--- src/rtl/bnn_acc_cxu.sv ---
// bnn_acc_cxu
// Serial binary-neural-network dot-product unit behind a CFU request/response
// handshake. It computes popcount(a ~^ b) over DATA_W bits, CHUNK_W bits per
// cycle, and keeps a saturating accumulator that persists between requests.
//
// Ports:
//   clk, rst_n          clock and asynchronous active-low reset
//   req_valid/req_ready request handshake (ready only while idle)
//   req_func            function ID: 0 BNN, 1 BNN_ACC, 2 BNN_SIGNED,
//                       3 ACC_READ, 4 ACC_CLEAR, 5-7 illegal
//   req_data0/1         operands a and b
//   resp_valid/ready    response handshake
//   resp_status         0 = OK, 1 = illegal function
//   resp_data           result, held stable until the response is taken
module bnn_acc_cxu #(
    parameter int DATA_W    = 32,
    parameter int CHUNK_W   = 8,
    parameter int ACC_W     = 32,
    parameter int FUNC_ID_W = 3
) (
    input  logic                 clk,
    input  logic                 rst_n,
    input  logic                 req_valid,
    output logic                 req_ready,
    input  logic [FUNC_ID_W-1:0] req_func,
    input  logic [DATA_W-1:0]    req_data0,
    input  logic [DATA_W-1:0]    req_data1,
    output logic                 resp_valid,
    input  logic                 resp_ready,
    output logic [2:0]           resp_status,
    output logic [DATA_W-1:0]    resp_data
);

    localparam int N     = DATA_W / CHUNK_W;
    localparam int CNT_W = $clog2(DATA_W + 1);
    localparam int CHK_W = (N > 1) ? $clog2(N) : 1;
    // One bit wider than either addend so an overflow past the accumulator
    // range is visible and can be clamped.
    localparam int SUM_W = ((ACC_W > CNT_W) ? ACC_W : CNT_W) + 1;

    localparam logic [FUNC_ID_W-1:0] FUNC_BNN        = FUNC_ID_W'(0);
    localparam logic [FUNC_ID_W-1:0] FUNC_BNN_ACC    = FUNC_ID_W'(1);
    localparam logic [FUNC_ID_W-1:0] FUNC_BNN_SIGNED = FUNC_ID_W'(2);
    localparam logic [FUNC_ID_W-1:0] FUNC_ACC_READ   = FUNC_ID_W'(3);
    localparam logic [FUNC_ID_W-1:0] FUNC_ACC_CLEAR  = FUNC_ID_W'(4);

    generate
        if (DATA_W % CHUNK_W != 0) begin : g_bad_chunk
            $error("bnn_acc_cxu: CHUNK_W must divide DATA_W");
        end
        if (ACC_W > DATA_W) begin : g_bad_acc
            $error("bnn_acc_cxu: ACC_W must not exceed DATA_W");
        end
    endgenerate

    typedef enum logic [1:0] {
        IDLE,
        COUNT,
        RESP
    } state_t;

    state_t                 state_q, state_d;
    logic [DATA_W-1:0]      shift_q, shift_d;
    logic [CNT_W-1:0]       count_q, count_d;
    logic [CHK_W-1:0]       chunk_q, chunk_d;
    logic [ACC_W-1:0]       acc_q, acc_d;
    logic [FUNC_ID_W-1:0]   func_q, func_d;
    logic [DATA_W-1:0]      resp_data_q, resp_data_d;
    logic [2:0]             resp_status_q, resp_status_d;

    logic [CNT_W-1:0]       chunk_pop;
    logic [CNT_W-1:0]       count_sum;
    logic [SUM_W-1:0]       acc_sum;
    logic [ACC_W-1:0]       acc_sat;
    logic [DATA_W-1:0]      signed_res;

    // Popcount of the chunk currently sitting in the low bits of the shift
    // register, plus the arithmetic that finishes each counting function.
    always_comb begin
        chunk_pop = '0;
        for (int i = 0; i < CHUNK_W; i++) begin
            chunk_pop = chunk_pop + CNT_W'(shift_q[i]);
        end
        count_sum = count_q + chunk_pop;
        acc_sum   = SUM_W'(acc_q) + SUM_W'(count_sum);
        if (|acc_sum[SUM_W-1:ACC_W]) begin
            acc_sat = '1;
        end else begin
            acc_sat = acc_sum[ACC_W-1:0];
        end
        // 2*count - DATA_W, wrapping naturally into two's complement.
        signed_res = (DATA_W'(count_sum) << 1) - DATA_W'(DATA_W);
    end

    // Next-state logic. Results are only written at acceptance (non-counting
    // functions) or on the last counting edge, so resp_data/resp_status stay
    // frozen for the whole RESP state regardless of backpressure.
    always_comb begin
        state_d       = state_q;
        shift_d       = shift_q;
        count_d       = count_q;
        chunk_d       = chunk_q;
        acc_d         = acc_q;
        func_d        = func_q;
        resp_data_d   = resp_data_q;
        resp_status_d = resp_status_q;

        case (state_q)
            IDLE: begin
                if (req_valid) begin
                    func_d  = req_func;
                    count_d = '0;
                    if (req_func <= FUNC_BNN_SIGNED) begin
                        shift_d = req_data0 ~^ req_data1;
                        chunk_d = CHK_W'(N - 1);
                        state_d = COUNT;
                    end else begin
                        state_d = RESP;
                        if (req_func == FUNC_ACC_READ) begin
                            resp_data_d   = DATA_W'(acc_q);
                            resp_status_d = 3'd0;
                        end else if (req_func == FUNC_ACC_CLEAR) begin
                            resp_data_d   = DATA_W'(acc_q);
                            resp_status_d = 3'd0;
                            acc_d         = '0;
                        end else begin
                            resp_data_d   = '0;
                            resp_status_d = 3'd1;
                        end
                    end
                end
            end

            COUNT: begin
                shift_d = shift_q >> CHUNK_W;
                count_d = count_sum;
                if (chunk_q == '0) begin
                    state_d       = RESP;
                    resp_status_d = 3'd0;
                    if (func_q == FUNC_BNN_ACC) begin
                        acc_d       = acc_sat;
                        resp_data_d = DATA_W'(acc_sat);
                    end else if (func_q == FUNC_BNN_SIGNED) begin
                        resp_data_d = signed_res;
                    end else begin
                        resp_data_d = DATA_W'(count_sum);
                    end
                end else begin
                    chunk_d = chunk_q - CHK_W'(1);
                end
            end

            RESP: begin
                if (resp_ready) begin
                    state_d = IDLE;
                end
            end

            default: begin
                state_d = IDLE;
            end
        endcase
    end

    // State registers; reset abandons any operation and clears the accumulator.
    always_ff @(posedge clk or negedge rst_n) begin
        if (!rst_n) begin
            state_q       <= IDLE;
            shift_q       <= '0;
            count_q       <= '0;
            chunk_q       <= '0;
            acc_q         <= '0;
            func_q        <= FUNC_BNN;
            resp_data_q   <= '0;
            resp_status_q <= 3'd0;
        end else begin
            state_q       <= state_d;
            shift_q       <= shift_d;
            count_q       <= count_d;
            chunk_q       <= chunk_d;
            acc_q         <= acc_d;
            func_q        <= func_d;
            resp_data_q   <= resp_data_d;
            resp_status_q <= resp_status_d;
        end
    end

    assign req_ready   = (state_q == IDLE);
    assign resp_valid  = (state_q == RESP);
    assign resp_data   = resp_data_q;
    assign resp_status = resp_status_q;

endmodule
--- config.mk ---
export PLATFORM = sky130hd
export DESIGN_NAME = bnn_acc_cxu
export DESIGN_NICKNAME = d
export VERILOG_FILES = /design/src/rtl/bnn_acc_cxu.sv
export SDC_FILE = /design/constraint.sdc
export NUM_CORES = 1
export LEC_CHECK = 0
export ABC_AREA = 1
export ABC_CLOCK_PERIOD_IN_PS = 5240
export BUFFER_PORTS_ARGS = -buffer_cell sky130_fd_sc_hd__buf_2
export CAP_MARGIN = 20
export CORE_ASPECT_RATIO = 0.5
export CORE_UTILIZATION = 50
export DETAILED_ROUTE_END_ITERATION = 12
export PLACE_DENSITY_LB_ADDON = 0.25
export SYNTH_ARGS = -nofsm -noshare
export SYNTH_HDL_FRONTEND = slang
export SYNTH_SLANG_ARGS = --single-unit
--- constraint.sdc ---
create_clock -name clk -period 5.24 [get_ports clk]
set_clock_uncertainty 0.1 [all_clocks]
set_input_delay 0.262 -clock clk [delete_from_list [all_inputs] [get_ports clk]]
set_output_delay 0.262 -clock clk [all_outputs]
set_load 0.01 [all_outputs]
==> results_dict.tcl <==
set metrics [dict create \
    ctsLongestPathBuffers 2 \
    grt-ovfl-total 0 \
    path_class "flop to flop" \
    worstPathArrival_ps 5180 \
    yosysUniqueCellTypes 42 \
    via_per_inst 5.19 \
    die_h_um 86.3 \
    synthDominantCellAreaShare_pct 38.8 \
    worstSetupEndpointType "flop" \
    syn_inst 1011 \
    finalCritPeriodShare_pct 95.1 \
    wl_per_cell_um 14.3 \
    slowest_stage "fa_1" \
    coreArea_um2 13700 \
    die_area_um2 14700 \
    power.leakage_nw 4.18 \
    max_freq_mhz 201 \
    fin_tns_setup_ps 0 \
    worstRegToRegCells 23 \
    drcViolationCount 0 \
    hold_class "input port to flop" \
    htree_levels 3 \
    synthToLayoutAreaGrowth_pct 14.4 \
    grt_pass1_vias 6281 \
    portBuffers 105 \
    cap_violations 0 \
    initial_core_util_pct 51.8 \
    max_slew.worst_pin.slew_ps 965 \
    clk_latency_ps 360 \
    synth-seq-cells 110 \
    yosysWarnings 0 \
    synth_top_area_cell "dfrtp_1" \
    firstDrtPassIters 5 \
    grt_pass1_wl_um 31100 \
    ir_worst_vdd_uv 352 \
    layout.nets 1194 \
    yosysMostFrequentCell "nand2_1" \
    timing.slew.headroom_pct 35.5 \
    via_count 6750 \
    place_area_um2 7750 \
    rows 30 \
    synth_area_leaders "dfrtp_1, nand2_1, inv_1, nor2_1, nand3_1" \
    crit_fanout 5 \
    yosys-top-cells-count "nand2_1, dfrtp_1, inv_1" \
    powerDensity_nw_per_um2 547 \
    drt_iter0_drc 571 \
    io_pins 108 \
    startpoint_type "flop" \
    synth-seq-area-share_pct 38.8 \
    rsz0062_at_grt "false" \
    synth-edff-count 0 \
    period_needed_ps 4980 \
    gr-usage-all-layers_pct 27.1 \
    regArea_um2 2750 \
    cts_buffers 9 \
    synth_ff_type "dfrtp_1" \
    clk_pin_slew_ps 80 \
    cpPeakStageDelay_ps 540 \
    hold-path-cell-count 4 \
    design_area_um2 8120 \
    cp_cell_sequence "fa_1 -> inv_1 -> fa_1 -> fa_1 -> fa_1 -> fa_2 -> inv_1 -> nand3_1 -> nand2_1 -> xor2_1 -> inv_1 -> ha_1 -> nand2_1 -> nor2_1 -> nand3_1 -> nand2_4 -> nand2_4 -> nor3_4 -> buf_4 -> nor2_1 -> o21ai_1 -> nand2_1 -> nand2_1" \
    ant_nets 0 \
    gp_congestion 0.963 \
    fillers 1316 \
    cts_tree "built" \
    antenna_cells 0 \
    synth_area_um2 7100 \
    async_flop_share_pct 100 \
    clock-sinks 110 \
    multi_input_area_um2 3770 \
    drive_gt1_share_pct 15.6 \
    outcome "finished clean" \
    postRouteWirelength_um 18600 \
    dpl.hpwl_um 12900 \
    worst_ep_required_time_ps 5440 \
    antenna_found_initial 0 \
    finalMaxSlewViolations 0 \
    avgSynthCellArea_um2 7.02 \
    setup_viol 0 \
    final-hold-violation-count 0 \
    cts_root_buffer "clkbuf_16" \
    grt_start_max_net_pins 65 \
    die_w_um 171 \
]
-- state kept, by name (all words and copies together), names as in the netlist --
signal       flops
resp_status      1
shift_q         32
func_q           3
count_q          6
state_q          2
resp_data       32
chunk_q          2
acc_q           32
-- layer usage --
layer | track usage [%] | up-vias | routed length, um
met4 | 8.52 | 0 | 335
met5 | 0 | - | 0
met1 | 36.5 | 3069 | 8520
li1 | - | 3427 | -
met2 | 44.5 | 226 | 8630
met3 | 5.30 | 28 | 1140
-- power by group --
part / total (W) / internal [W] / switching (W)
Clock: 0.000739 / 0.000383 / 0.000356
Sequential: 0.00126 / 0.00111 / 0.000145
Combinational: 0.00245 / 0.000873 / 0.00158
Total: 0.00445 / 0.00237 / 0.00208
-- path summary, 6_finish.rpt --
check	slack, ps	end	start
setup reg to reg	260	resp_data[11]	shift_q[0]
hold reg to reg	380	resp_data[17]	resp_data[17]
setup / recovery	260	resp_data[11]	shift_q[0]
hold / removal	90	shift_q[19]	req_data0[19]
min in group asynchronous	420	resp_data[27]	rst_n
max in group asynchronous	3470	resp_data[14]	rst_n
-- what timing repair did --
item | 4_1_cts | 5_1_grt
gates resized for setup | 0 | 8
endpoints found under the setup margin | 0 | 21
buffers inserted | 0 | 1
hold buffers | 2 | 0
endpoints found under the hold margin | 64 | 0
-- logic make-up after synthesis --
logic type | share of synthesized area, %
AND/OR/NAND/NOR | 32.8
AO/OA/AOI/OAI | 12.6
buffers and inverters | 8.60
flip-flops | 38.8
XOR/XNOR | 2.96
adder cells (fa/ha/maj) | 4.16
other | 0.0528
-- worst max-delay path, delay by kind of cell (launching register included) --
family / cells / cell delay (ps)
AOI/OAI and AO/OA: 1 / 110
xor gates and xnor gates: 1 / 190
adders and majority gates: 6 / 2620
buffers and inverters: 4 / 350
DFF: 1 / 400
and+or+nand+nor: 11 / 1120
-- cell type report --
cell class                      count  area share (%)
Clock buffer                        9            2.77
Clock inverter                      7            1.16
Inverter                          105            4.87
Multi-Input combinational cell    757            46.4
Sequential cell                   110            33.9
Tap cell                          192            2.96
Timing Repair Buffer              120            7.95
-- stage by stage --
step / total power, W / hold WS (ps) / setup slack, ps / instances / utilization [%]
after floorplan: 0.00307 / -134 / 542 / 1012 / -
after global placement: 0.00363 / 306 / 376 / 1281 / 56.6
after detailed placement: 0.00370 / 312 / 226 / 1281 / 56.6
after CTS: 0.00445 / 90.5 / 182 / 1299 / 59.1
after global routing: 0.00489 / 102 / 8.84 / 1300 / 59.3
final: 0.00445 / 92.1 / 259 / 1300 / 59.3
-- cells in the final DEF (no fill, tap or decap), types with 3 or more instances in the layout --
cell type and instances:
o31ai_1 8, ha_1 14, buf_4 14, or2_2 3, a21oi_1 38, buf_2 104
nor2_1 97, o211ai_1 3, nand3_1 57, nand2_1 351, fa_1 5, inv_2 6
nand2_2 7, o21ai_1 17, nand2_4 3, o21ai_0 54, clkbuf_16 9, nor2_2 3
o221ai_1 5, xnor2_1 11, nor3_1 6, nand4_1 10, o22ai_1 17, nand3_2 7
xor2_1 13, dfrtp_1 110, a31oi_1 11, inv_1 98
(Power assumes the default switching activity.)
